**src/rtl/uart_tx_fifo.sv**
```systemverilog
// uart_tx_fifo
//   Serial output stage for the character port of brainfuckCore. Each character the core
//   emits is captured into a small FIFO. The transmitter then sends it as an 8N1 UART
//   frame, LSB first. The core cannot be stalled, so a character that arrives while the
//   FIFO is full is dropped, and the sticky overflow flag records the loss.
//
// Parameters
//   CLK_PER_BIT  clk cycles per UART bit (>= 2)
//   FIFO_LOG2    log2 of the FIFO depth (>= 1)
//
// Ports
//   clk          system clock, rising edge
//   reset        synchronous, active-high reset
//   sendingChar  character-valid strobe; its rising edge is one write
//   sendedChar   character, sampled on the write edge
//   tx           UART serial line, registered, idles high
//   busy         a frame is in flight or the FIFO holds characters
//   fifo_full    FIFO holds 2^FIFO_LOG2 entries
//   overflow     sticky: a character was dropped since reset

module uart_tx_fifo #(
    parameter int unsigned CLK_PER_BIT = 16,
    parameter int unsigned FIFO_LOG2   = 3
) (
    input  logic       clk,
    input  logic       reset,
    input  logic       sendingChar,
    input  logic [7:0] sendedChar,
    output logic       tx,
    output logic       busy,
    output logic       fifo_full,
    output logic       overflow
);

    localparam int unsigned Depth  = 1 << FIFO_LOG2;
    localparam int unsigned CountW = FIFO_LOG2 + 1;
    localparam int unsigned CntW   = $clog2(CLK_PER_BIT);

    localparam logic [CountW-1:0] DepthCount = CountW'(Depth);
    localparam logic [CntW-1:0]   CntLoad    = CntW'(CLK_PER_BIT - 1);

    typedef enum logic [1:0] {
        StIdle,
        StStart,
        StData,
        StStop
    } state_e;

    // Transmitter state
    state_e            state_q, state_d;
    logic [CntW-1:0]   cnt_q, cnt_d;
    logic [2:0]        bit_q, bit_d;
    logic [7:0]        shift_q, shift_d;
    logic              tx_q, tx_d;

    // Capture and FIFO state
    logic                 prev_q;
    logic [7:0]           mem_q [Depth];
    logic [FIFO_LOG2-1:0] wr_ptr_q, wr_ptr_d;
    logic [FIFO_LOG2-1:0] rd_ptr_q, rd_ptr_d;
    logic [CountW-1:0]    count_q, count_d;
    logic                 overflow_q, overflow_d;

    logic       write;
    logic       push;
    logic       pop;
    logic       full;
    logic       empty;
    logic [7:0] head;

    // Rising-edge detect: a level held high counts as a single character.
    assign write = sendingChar & ~prev_q;
    assign full  = (count_q == DepthCount);
    assign empty = (count_q == '0);
    assign head  = mem_q[rd_ptr_q];

    // A pop on the same edge frees the slot, so a write into a full FIFO is still taken.
    assign push = write & (~full | pop);

    //------------------------------------------------------------------------------------
    // Transmitter next-state
    //------------------------------------------------------------------------------------
    always_comb begin
        state_d = state_q;
        cnt_d   = cnt_q;
        bit_d   = bit_q;
        shift_d = shift_q;
        pop     = 1'b0;

        unique case (state_q)
            StIdle: begin
                if (!empty) begin
                    pop     = 1'b1;
                    shift_d = head;
                    cnt_d   = CntLoad;
                    state_d = StStart;
                end
            end

            StStart: begin
                if (cnt_q == '0) begin
                    cnt_d   = CntLoad;
                    bit_d   = 3'd0;
                    state_d = StData;
                end else begin
                    cnt_d = cnt_q - CntW'(1);
                end
            end

            StData: begin
                if (cnt_q == '0) begin
                    cnt_d   = CntLoad;
                    shift_d = {1'b0, shift_q[7:1]};
                    if (bit_q == 3'd7) begin
                        state_d = StStop;
                    end else begin
                        bit_d = bit_q + 3'd1;
                    end
                end else begin
                    cnt_d = cnt_q - CntW'(1);
                end
            end

            StStop: begin
                if (cnt_q == '0) begin
                    if (!empty) begin
                        // Chain straight into the next start bit: no idle gap.
                        pop     = 1'b1;
                        shift_d = head;
                        cnt_d   = CntLoad;
                        state_d = StStart;
                    end else begin
                        state_d = StIdle;
                    end
                end else begin
                    cnt_d = cnt_q - CntW'(1);
                end
            end

            default: begin
                state_d = StIdle;
            end
        endcase
    end

    // The line level is a function of the next state, registered so tx never glitches.
    always_comb begin
        tx_d = 1'b1;
        unique case (state_d)
            StStart: tx_d = 1'b0;
            StData:  tx_d = shift_d[0];
            default: tx_d = 1'b1;
        endcase
    end

    //------------------------------------------------------------------------------------
    // FIFO bookkeeping
    //------------------------------------------------------------------------------------
    always_comb begin
        wr_ptr_d   = wr_ptr_q;
        rd_ptr_d   = rd_ptr_q;
        count_d    = count_q;
        overflow_d = overflow_q;

        if (push) begin
            wr_ptr_d = wr_ptr_q + FIFO_LOG2'(1);
        end
        if (pop) begin
            rd_ptr_d = rd_ptr_q + FIFO_LOG2'(1);
        end

        if (push && !pop) begin
            count_d = count_q + CountW'(1);
        end else if (!push && pop) begin
            count_d = count_q - CountW'(1);
        end

        if (write && full && !pop) begin
            overflow_d = 1'b1;
        end
    end

    //------------------------------------------------------------------------------------
    // Registers
    //------------------------------------------------------------------------------------
    always_ff @(posedge clk) begin
        if (reset) begin
            state_q    <= StIdle;
            cnt_q      <= '0;
            bit_q      <= '0;
            shift_q    <= '0;
            tx_q       <= 1'b1;
            prev_q     <= 1'b0;
            wr_ptr_q   <= '0;
            rd_ptr_q   <= '0;
            count_q    <= '0;
            overflow_q <= 1'b0;
        end else begin
            state_q    <= state_d;
            cnt_q      <= cnt_d;
            bit_q      <= bit_d;
            shift_q    <= shift_d;
            tx_q       <= tx_d;
            prev_q     <= sendingChar;
            wr_ptr_q   <= wr_ptr_d;
            rd_ptr_q   <= rd_ptr_d;
            count_q    <= count_d;
            overflow_q <= overflow_d;
        end
    end

    // Storage needs no reset: clearing count is enough to discard the contents.
    always_ff @(posedge clk) begin
        if (!reset && push) begin
            mem_q[wr_ptr_q] <= sendedChar;
        end
    end

    assign tx        = tx_q;
    assign busy      = (state_q != StIdle) | ~empty;
    assign fifo_full = full;
    assign overflow  = overflow_q;

endmodule

```
**config.mk**
```make
export PLATFORM = sky130hd
export DESIGN_NAME = uart_tx_fifo
export DESIGN_NICKNAME = d
export VERILOG_FILES = /design/src/rtl/uart_tx_fifo.sv
export SDC_FILE = /design/constraint.sdc
export NUM_CORES = 1
export LEC_CHECK = 0
export BUFFER_PORTS_ARGS = -buffer_cell sky130_fd_sc_hd__buf_2
export CAP_MARGIN = 5
export CELL_PAD_IN_SITES_DETAIL_PLACEMENT = 0
export CELL_PAD_IN_SITES_GLOBAL_PLACEMENT = 2
export CORE_ASPECT_RATIO = 1.5
export CORE_MARGIN = 5
export CORE_UTILIZATION = 48
export CTS_CLUSTER_SIZE = 20
export DETAILED_ROUTE_END_ITERATION = 10
export PLACE_DENSITY_LB_ADDON = 0.1
export SLEW_MARGIN = 20
export SYNTH_ARGS = -nofsm -noshare
export SYNTH_HDL_FRONTEND = slang
export SYNTH_SLANG_ARGS = --single-unit
```
**constraint.sdc**
```tcl
create_clock -name clk -period 6.3 [get_ports clk]
set_clock_uncertainty 0.1 [all_clocks]
set_input_delay 0 -clock clk [delete_from_list [all_inputs] [get_ports clk]]
set_output_delay 0 -clock clk [all_outputs]
set_load 0.01 [all_outputs]
```
==> results of run 1 <==
-- worst max path at each step --
stage	slack (ps)	to	depth (start not counted)
5_1_grt	2890	count_q[3]$_SDFFE_PP0P_	13
3_3_place_gp	3190	count_q[3]$_SDFFE_PP0P_	12
2_1_floorplan	3340	count_q[3]$_SDFFE_PP0P_	10
3_5_place_dp	3100	count_q[3]$_SDFFE_PP0P_	13
6_report	3090	count_q[3]$_SDFFE_PP0P_	13
4_1_cts	3090	count_q[3]$_SDFFE_PP0P_	13
-- cells in the mapped netlist, types with 4 or more instances --
cell,n,area share (%)
clkbuf_1,10,0.89
a221o_1,6,1.4
mux4_2,14,7.5
inv_1,9,0.80
nand2_1,14,1.2
a21oi_1,19,2.3
edfxtp_1,64,45
nor2_1,32,2.8
dfxtp_1,33,16
nand3b_1,4,0.71
mux2i_1,15,3.6
o21ai_0,7,0.83
nor3_1,6,0.71
ha_1,14,4.1
-- power breakdown --
group,internal [mW],leakage (nW),switching [mW]
clock network,0.317,0.148,0.244
registers,0.743,0.848,0.0754
logic,0.274,0.670,0.330
-- cell type report --
class                   instances  share of cell area [%]
flip-flops and latches         97                    53.8
multi-input cells             184                    32.0
clock buffers                   9                    4.69
repair buffers                 28                    4.12
well taps                     110                    2.87
clock inverters                 7                    1.82
inverters                       9                   0.703
-- sequential cells by signal, indices dropped and copies added (netlist names), named ones only --
register	count
wr_ptr_q	3
prev_q	1
shift_q	8
cnt_q	4
tx	1
state_q	2
rd_ptr_q	3
count_q	4
bit_q	3
overflow	1
mem_q	64
-- metal layers --
metal,global-route usage [%],wire length [um],vias to the layer above
li1,-,-,1214
met1,19.3,3470,1225
met2,28.2,4280,27
met3,2.85,162,6
met4,5.78,95,0
met5,0,0,-
-- logic make-up after synthesis --
group / after synthesis
flip-flops: 97
buffers and inverters: 25
XOR/XNOR: 4
multiplexers: 29
adder cells (fa/ha/maj): 15
AND/OR/NAND/NOR: 82
AO/OA/AOI/OAI: 54
-- what timing repair did --
item,4_1_cts,5_1_grt
hold buffers,9,0
setup buffers,0,0
endpoints found under the hold margin,66,0
-- metrics by stage --
| step | power (mW) | std cells |
|---|---|---|
| 3_5_place_dp | 1.44 | 419 |
| 6_report | 1.98 | 444 |
| 4_1_cts | 2.01 | 444 |
| 3_3_place_gp | 1.44 | 419 |
| 2_1_floorplan | 1.31 | 306 |
| 5_1_grt | 2.11 | 444 |
==> results.cfg, run 1 <==
[critical_path]
arrival_ps = 3380
path_buf_inv = 2
path_class = reg -> reg
cp-startpoint = cnt_q[0]$_SDFF_PP0_
critPathLaunchType = flop
reg2reg_to = count_q[3]$_SDFFE_PP0P_
crit_fanout = 7
critPathRequiredTime_ps = 6470
worst_path_largest_cell_delay_ps = 390
critPathCaptureType = flop
rr_worst_depth = 13
ff2ff_setup_slack_ps = 3090
cp_top_family = compound AO/OA/AOI/OAI gates
r2r-start = cnt_q[0]$_SDFF_PP0_
path_cells = inv_1 -> ha_1 -> and4bb_2 -> o211ai_2 -> a21oi_4 -> ha_1 -> inv_1 -> ha_1 -> a21o_1 -> a21oi_1 -> xnor2_1 -> or3_1 -> a21oi_1
cp_common_cell = ha_1
cp_slowest_cell = o211ai_2

[cells_and_area]
antennaDiodeCount = 0
drive_above_1_share_pct = 19.8
fin_util_pct = 55.1
seqCellArea_um2 = 2580
areaGrowthSynthToFinish_pct = 13.7
mostFrequentLayoutCells = edfxtp_1, dfxtp_1, nor2_1, a21oi_1, mux2i_1
multi_input_area_um2 = 1540
nNetsFinal = 355
fillers = 749
fin_area_um2 = 4800
final_common_cell = edfxtp_1

[logic_synthesis]
ys_seq_elements = 97
yosys.cell_types.count = 53
synth-xor-area-share_pct = 0.829
avgSynthCellArea_um2 = 13.8
synth.net_count = 332
synth_edf_count = 64
synthArstFlopShare_pct = 0
synth_top_family_by_area = multiplexers
synthCells = 306
yosysSeqAreaShare_pct = 61.1
synth_fa_ha_area_share_pct = 4.62
synth_compound_area_share_pct = 9.18
synth-simple-area-share_pct = 10.5
muxShareOfSynthArea_pct = 11.0
ys_warn_count = 0
netlist_area_um2 = 4230
synth_top_flop_cell = edfxtp_1

[place]
gp_congestion = 0.709
placed_area_um2 = 4400
port_buffers = 14
hpwl_um = 5560
pre_cts_slack_ps = 3100

[detailed_routing]
first_pass_iters = 4
avgRoutedWirePerCell_um = 18.0
ant_nets = 0
drc = 0
num_vias = 2472
first_iter_violations = 119
via_per_inst = 5.57
wl_um = 8000

[hold_path]
hp-start = reset
min_path_cells = 2
hp-class = in -> reg
holdPathEnd = shift_q[0]$_SDFF_PP0_

[clocking]
cts.sinks = 97
cts_buffers = 9
cts_max_path_buffers = 2
cts-resized-gates = 0
h-tree-depth = 3
clkLatencyLatePin_ps = 330
cts_tree = yes
cts-root-buf = clkbuf_16
clk_pin_slew_ps = 70

[flow_run]
drv_cap = 0

[pwr]
leakagePower_nw = 1.67
vdd_ir_drop_max_uv = 208
powerDensity_nw_per_um2 = 413

[timing]
hold_ws_ps = 23.1
rsz0062_at_grt = false
fin_crit_ps = 3210
fin_crit_sh_pct = 50.9
hold_viol_final = 0
max_slew_margin_pct = 38.0
finalMaxSlewViolations = 0
tns_ps = 0
setup_viol = 0
setup_ws_ps = 3090
tightest_slew_ps = 927
fmax_mhz = 312

[run_status]
status = complete, no violations

[floorplanning]
dieArea_um2 = 10800
fp-row-count = 42
fp.dieH_um = 125
pin_count = 15
core_um2 = 8720
initial_core_util_pct = 48.4
die_x_um = 86.6

[global_routing]
grt_first_pass_wirelength_um = 13200
antenna_found_initial = 0
grt_max_degree = 27
gr-total-overflow = 0
grt_use_total_pct = 16.1
grt_pass1_vias = 2462
Power figures use the tool's default switching activity.
==> inputs of run 2 (changes only) <==
--- a/config.mk
+++ b/config.mk
@@ -5,13 +5,14 @@
 export SDC_FILE = /design/constraint.sdc
 export NUM_CORES = 1
 export LEC_CHECK = 0
+export ABC_AREA = 1
 export BUFFER_PORTS_ARGS = -buffer_cell sky130_fd_sc_hd__buf_2
 export CAP_MARGIN = 5
 export CELL_PAD_IN_SITES_DETAIL_PLACEMENT = 0
 export CELL_PAD_IN_SITES_GLOBAL_PLACEMENT = 2
 export CORE_ASPECT_RATIO = 1.5
 export CORE_MARGIN = 5
-export CORE_UTILIZATION = 48
+export CORE_UTILIZATION = 40
 export CTS_CLUSTER_SIZE = 20
 export DETAILED_ROUTE_END_ITERATION = 10
 export PLACE_DENSITY_LB_ADDON = 0.1
==> constraint.sdc (replaced) <==
create_clock -name clk -period 3.2 [get_ports clk]
set_clock_uncertainty 0.1 [all_clocks]
set_input_delay 0 -clock clk [delete_from_list [all_inputs] [get_ports clk]]
set_output_delay 0 -clock clk [all_outputs]
set_load 0.01 [all_outputs]
==> results.cfg, run 2 <==
[run_status]
status = complete, no violations

[global_routing]
grt_pass1_vias = 3128
grt_first_pass_wirelength_um = 16900
grt_use_total_pct = 16.8
gr-total-overflow = 0
grt_max_degree = 33
antenna_found_initial = 0

[logic_synthesis]
ys_warn_count = 0
yosys-top-cells-area = edfxtp_1, dfxtp_1, nand2_1
synth_top_flop_cell = edfxtp_1
netlist.top_cell.by_area = edfxtp_1
synth_edf_count = 64
yosys-top-cells-count = nand2_1, nor2_1, edfxtp_1, nand3_1, o21ai_0
synthArstFlopShare_pct = 0
synthCells = 463
yosysSeqAreaShare_pct = 58.4
netlist_area_um2 = 4420
synth.net_count = 489
yosys.cell_types.count = 33
yosys.area.top_type_share_pct = 43.5
avgSynthCellArea_um2 = 9.55
ys_seq_elements = 97

[detailed_routing]
ant_nets = 0
top_layer = met4
drc = 0
num_vias = 3239
first_iter_violations = 107
via_per_inst = 4.99
wl_um = 10400
route.met2.wl_um = 5540
first_pass_iters = 4
avgRoutedWirePerCell_um = 16.1
wl_met1_um = 4420
dr_wl_met3_um = 247

[timing]
tightest_slew_ps = 584
fmax_mhz = 354
finalMaxSlewViolations = 0
max_slew_margin_pct = 60.6
tns_ps = 0
hold_viol_final = 0
rsz0062_at_grt = false
fin_crit_sh_pct = 88.2
fin_crit_ps = 2820
setup_viol = 0
hold_ws_ps = 34.9

[place]
hpwl_um = 7200
port_buffers = 14
gp_congestion = 0.798

[clocking]
cts_tree = yes
cts.sinks = 97
cts_buffers = 9
clkLatencyLatePin_ps = 340
cts_max_path_buffers = 2
cts-resized-gates = 0
cts_setup_buffers = 0
cts-root-buf = clkbuf_16
clk_pin_slew_ps = 70
h-tree-depth = 3

[floorplanning]
pin_count = 15
die_x_um = 95.8
fp-row-count = 47
dieArea_um2 = 13300
core_um2 = 10900
fp.dieH_um = 139
initial_core_util_pct = 40.4

[cells_and_area]
nNetsFinal = 523
antennaDiodeCount = 0
mostFrequentLayoutCells = nor2_1, nand2_1, edfxtp_1, nand3_1, o21ai_0
areaGrowthSynthToFinish_pct = 15.4
drive_above_1_share_pct = 12.5
largest_reg_flops = 64
fillers = 1091
fin_util_pct = 46.6
largest_register = mem_q
largest_registers = mem_q: 64 flops, shift_q: 8 flops

[critical_path]
critPathLaunchType = flop
path_class = reg -> reg
critPathCaptureType = flop
rr_worst_depth = 21
arrival_ps = 2950
crit_fanout = 8
critPathRequiredTime_ps = 3330

[pwr]
leakagePower_nw = 2.01
power.clock.fraction_pct = 25.6
intPower_mw = 2.61
vdd_ir_drop_max_uv = 400
powerDensity_nw_per_um2 = 826
seqPwrFrac_pct = 37.8
p_switching_mw = 1.61
swShare_pct = 38.2
p_comb_share_pct = 36.6

[hold_path]
min_path_cells = 2
hp-class = in -> reg

[flow_run]
drv_cap = 0
-- run 2: changes by cell type after synthesis, sizes merged, moves of 4 or more --
cell    previous run  this run
nand3b             4         0
nor2              32        78
xor2               2         7
mux2i             15         0
a221o              6         0
nand2             14        86
mux4              14         0
o21ai              8        40
nor3               6         2
inv                9        40
nand3              2        40
o211ai             2         6
nor4               4         0
-- run 2: cell families after synthesis --
| family | count (synthesis) | share of synthesized area [%] |
|---|---|---|
| AND/OR/NAND/NOR | 207 | 20.4 |
| flip-flops | 97 | 58.4 |
| AO/OA/AOI/OAI | 82 | 10.4 |
| buffers and inverters | 55 | 4.98 |
| adder cells (fa/ha/maj) | 15 | 4.41 |
| XOR/XNOR | 7 | 1.39 |
-- run 2: worst paths after layout --
| check | start | slack (ps) | to |
|---|---|---|---|
| worst min register to register | shift_q[4]$_SDFFE_PP0P_ | 360 | shift_q[4]$_SDFFE_PP0P_ |
| worst max-delay path | cnt_q[0]$_SDFF_PP0_ | 380 | count_q[3]$_SDFFE_PP0P_ |
| worst min-delay path | reset | 30 | prev_q$_SDFF_PP0_ |
| worst max register to register | cnt_q[0]$_SDFF_PP0_ | 380 | count_q[3]$_SDFFE_PP0P_ |
-- run 2: area by class of cell --
class	instances	area, um^2	share of cell area (%)
clock buffers	10	229	4.49
clock inverters	6	65.1	1.28
inverters	41	156	3.07
multi-input cells	311	1620	31.7
flip-flops and latches	97	2580	50.6
well taps	147	184	3.61
repair buffers	37	265	5.20
-- run 2: power groups by stage --
stage                     sequential [mW]  combinational, mW  clock, mW
final                                1.59               1.54       1.08
after global routing                 1.61               1.76       1.16
after CTS                            1.59               1.57       1.11
after detailed placement             1.62               1.56          0
after global placement               1.62               1.55          0
after floorplan                      1.59               1.14          0
-- run 2: worst max-delay path, cell delays in order (launching register included) --
cell and delay, ps:
dfxtp_1 320, inv_1 110, ha_1 230, nand2_2 80, nor2_4 180, nand3_2 120
nand2_4 90, nand2_4 80, nand2_4 80, nand2_4 60, inv_4 90, ha_1 180
inv_1 90, ha_1 270, nand2_1 60, nand2_1 40, a21oi_1 160, nor2_1 60
nor2_1 80, nand2_1 70, o21ai_0 140, a21oi_1 50
-- run 2: timing repair --
action | CTS | global route
endpoints found under the setup margin | 0 | 0
hold buffers | 9 | 0
endpoints found under the hold margin | 66 | 0
-- run 2: per-layer routing --
layer  global-route usage (%)  vias to the layer above
li1                         -                     1635
met1                     20.6                     1549
met2                     29.0                       36
met3                     3.09                       19
met4                     6.07                        0
met5                        0                        -
-- run 2: through the flow --
stage,cell area (um^2),setup slack [ps],cells,power [mW]
6_report,5100,377,649,4.22
5_1_grt,5100,21.9,649,4.53
4_1_cts,5100,351,649,4.28
3_5_place_dp,4720,356,624,3.18
3_3_place_gp,4720,392,624,3.17
2_1_floorplan,4420,535,463,2.73
==> inputs of run 3 (changes only) <==
--- a/config.mk
+++ b/config.mk
@@ -15,7 +15,7 @@
 export CORE_UTILIZATION = 40
 export CTS_CLUSTER_SIZE = 20
 export DETAILED_ROUTE_END_ITERATION = 10
-export PLACE_DENSITY_LB_ADDON = 0.1
+export PLACE_DENSITY_LB_ADDON = 0.05
 export SLEW_MARGIN = 20
 export SYNTH_ARGS = -nofsm -noshare
 export SYNTH_HDL_FRONTEND = slang
==> results.cfg, run 3 (synthesis gave the netlist of run 2 again) <==
[clocking]
cts_tree = yes
clk_pin_slew_ps = 70
h-tree-depth = 3
cts-root-buf = clkbuf_16
cts.sinks = 97
cts_max_path_buffers = 2
clkLatencyLatePin_ps = 340
cts_buffers = 9
cts-resized-gates = 0

[floorplanning]
die_x_um = 95.8
dieArea_um2 = 13300
fp.dieH_um = 139
initial_core_util_pct = 40.4
core_um2 = 10900
pin_count = 15
fp-row-count = 47

[pwr]
vdd_ir_drop_max_uv = 357
powerDensity_nw_per_um2 = 848
leakagePower_nw = 2.05
power_mw = 4.39

[cells_and_area]
largest_reg_flops = 64
drive_above_1_share_pct = 13.1
largest_registers = mem_q: 64 flops, shift_q: 8 flops
fin_area_um2 = 5170
nNetsFinal = 526
antennaDiodeCount = 0
areaGrowthSynthToFinish_pct = 16.9
largest_register = mem_q
mostFrequentLayoutCells = nor2_1, nand2_1, edfxtp_1, nand3_1, o21ai_0

[detailed_routing]
top_layer = met4
wl_um = 10400
first_pass_iters = 4
ant_nets = 0
avgRoutedWirePerCell_um = 16.0
num_vias = 3215
first_iter_violations = 121
dr_wl_met3_um = 212
wl_met1_um = 4350
drc = 0
route.met2.wl_um = 5650
via_per_inst = 4.94

[critical_path]
arrival_ps = 3050
critPathRequiredTime_ps = 3330
critPathCaptureType = flop
crit_fanout = 8
rr_worst_depth = 21
critPathLaunchType = flop
path_class = reg -> reg

[hold_path]
hp-class = in -> reg
min_path_cells = 2

[timing]
tns_ps = 0
hold_viol_final = 0
finalMaxSlewViolations = 0
fin_crit_ps = 2920
setup_viol = 0
rsz0062_at_grt = false
max_slew_margin_pct = 53.8
fin_crit_sh_pct = 91.3
tightest_slew_ps = 685
setup_ws_ps = 278
fmax_mhz = 342

[run_status]
status = complete, no violations

[place]
placed_area_um2 = 4720
pre_cts_slack_ps = 199
gp_congestion = 0.780
port_buffers = 14
hpwl_um = 7250

[global_routing]
antenna_found_initial = 0
grt_max_degree = 33
grt_first_pass_wirelength_um = 16600
grt_use_total_pct = 16.7
grt_pass1_vias = 3122
gr-total-overflow = 0

[flow_run]
drv_cap = 0
==> run 3: layout make-up <==
class                      instances  area [um^2]
clock buffer                       9          225
multi-input combinational        311         1620
clock inverter                     6          116
inverter                          41          156
timing repair buffer              40          288
fill                            1115         5770
tap                              147          184
sequential                        97         2580
==> run 3: per-stage QoR <==
step / std cells / hold WS (ps) / util (%)
after floorplan: 463 / -1.13 / -
after global placement: 624 / 114 / 43.1
after detailed placement: 624 / 126 / 43.1
after CTS: 648 / 42.1 / 47.1
after global routing: 651 / 63.3 / 47.3
final: 651 / 44.1 / 47.3
==> run 3: timing repair <==
action | CTS | global route
endpoints found under the hold margin | 66 | 0
endpoints found under the setup margin | 0 | 1
buffers inserted | 0 | 3
hold buffers | 9 | 0
==> run 3: power by group <==
part           switching (mW)  leakage, nW  internal (mW)
registers               0.103        0.848           1.48
clock network           0.458        0.166          0.765
logic                    1.04         1.03          0.544
==> run 3: routing by layer <==
| metal | vias up | track usage (%) |
|---|---|---|
| met5 | - | 0 |
| met3 | 10 | 4.02 |
| met2 | 30 | 29.0 |
| met4 | 0 | 5.32 |
| li1 | 1639 | - |
| met1 | 1536 | 20.0 |
==> run 3: path summary, 6_finish.rpt <==
path	startpoint	to	slack, ps
worst max register to register	cnt_q[0]$_SDFF_PP0_	count_q[3]$_SDFFE_PP0P_	280
worst min register to register	bit_q[2]$_SDFFE_PP0P_	bit_q[2]$_SDFFE_PP0P_	370
worst max-delay path	cnt_q[0]$_SDFF_PP0_	count_q[3]$_SDFFE_PP0P_	280
worst min-delay path	reset	prev_q$_SDFF_PP0_	40
==> run 3: critical path: stages, from the launching register on <==
cell and delay (ps):
dfxtp_1 320, inv_1 120, ha_1 230, nand2_2 90
nor2_4 170, nand3_2 110, nand2_4 110, nand2_4 80
nand2_4 80, nand2_4 60, inv_4 90, ha_1 190
inv_1 90, ha_1 270, nand2_1 70, nand2_1 40
a21oi_1 160, nor2_1 60, nor2_1 90, nand2_1 70
o21ai_0 150, a21oi_1 60
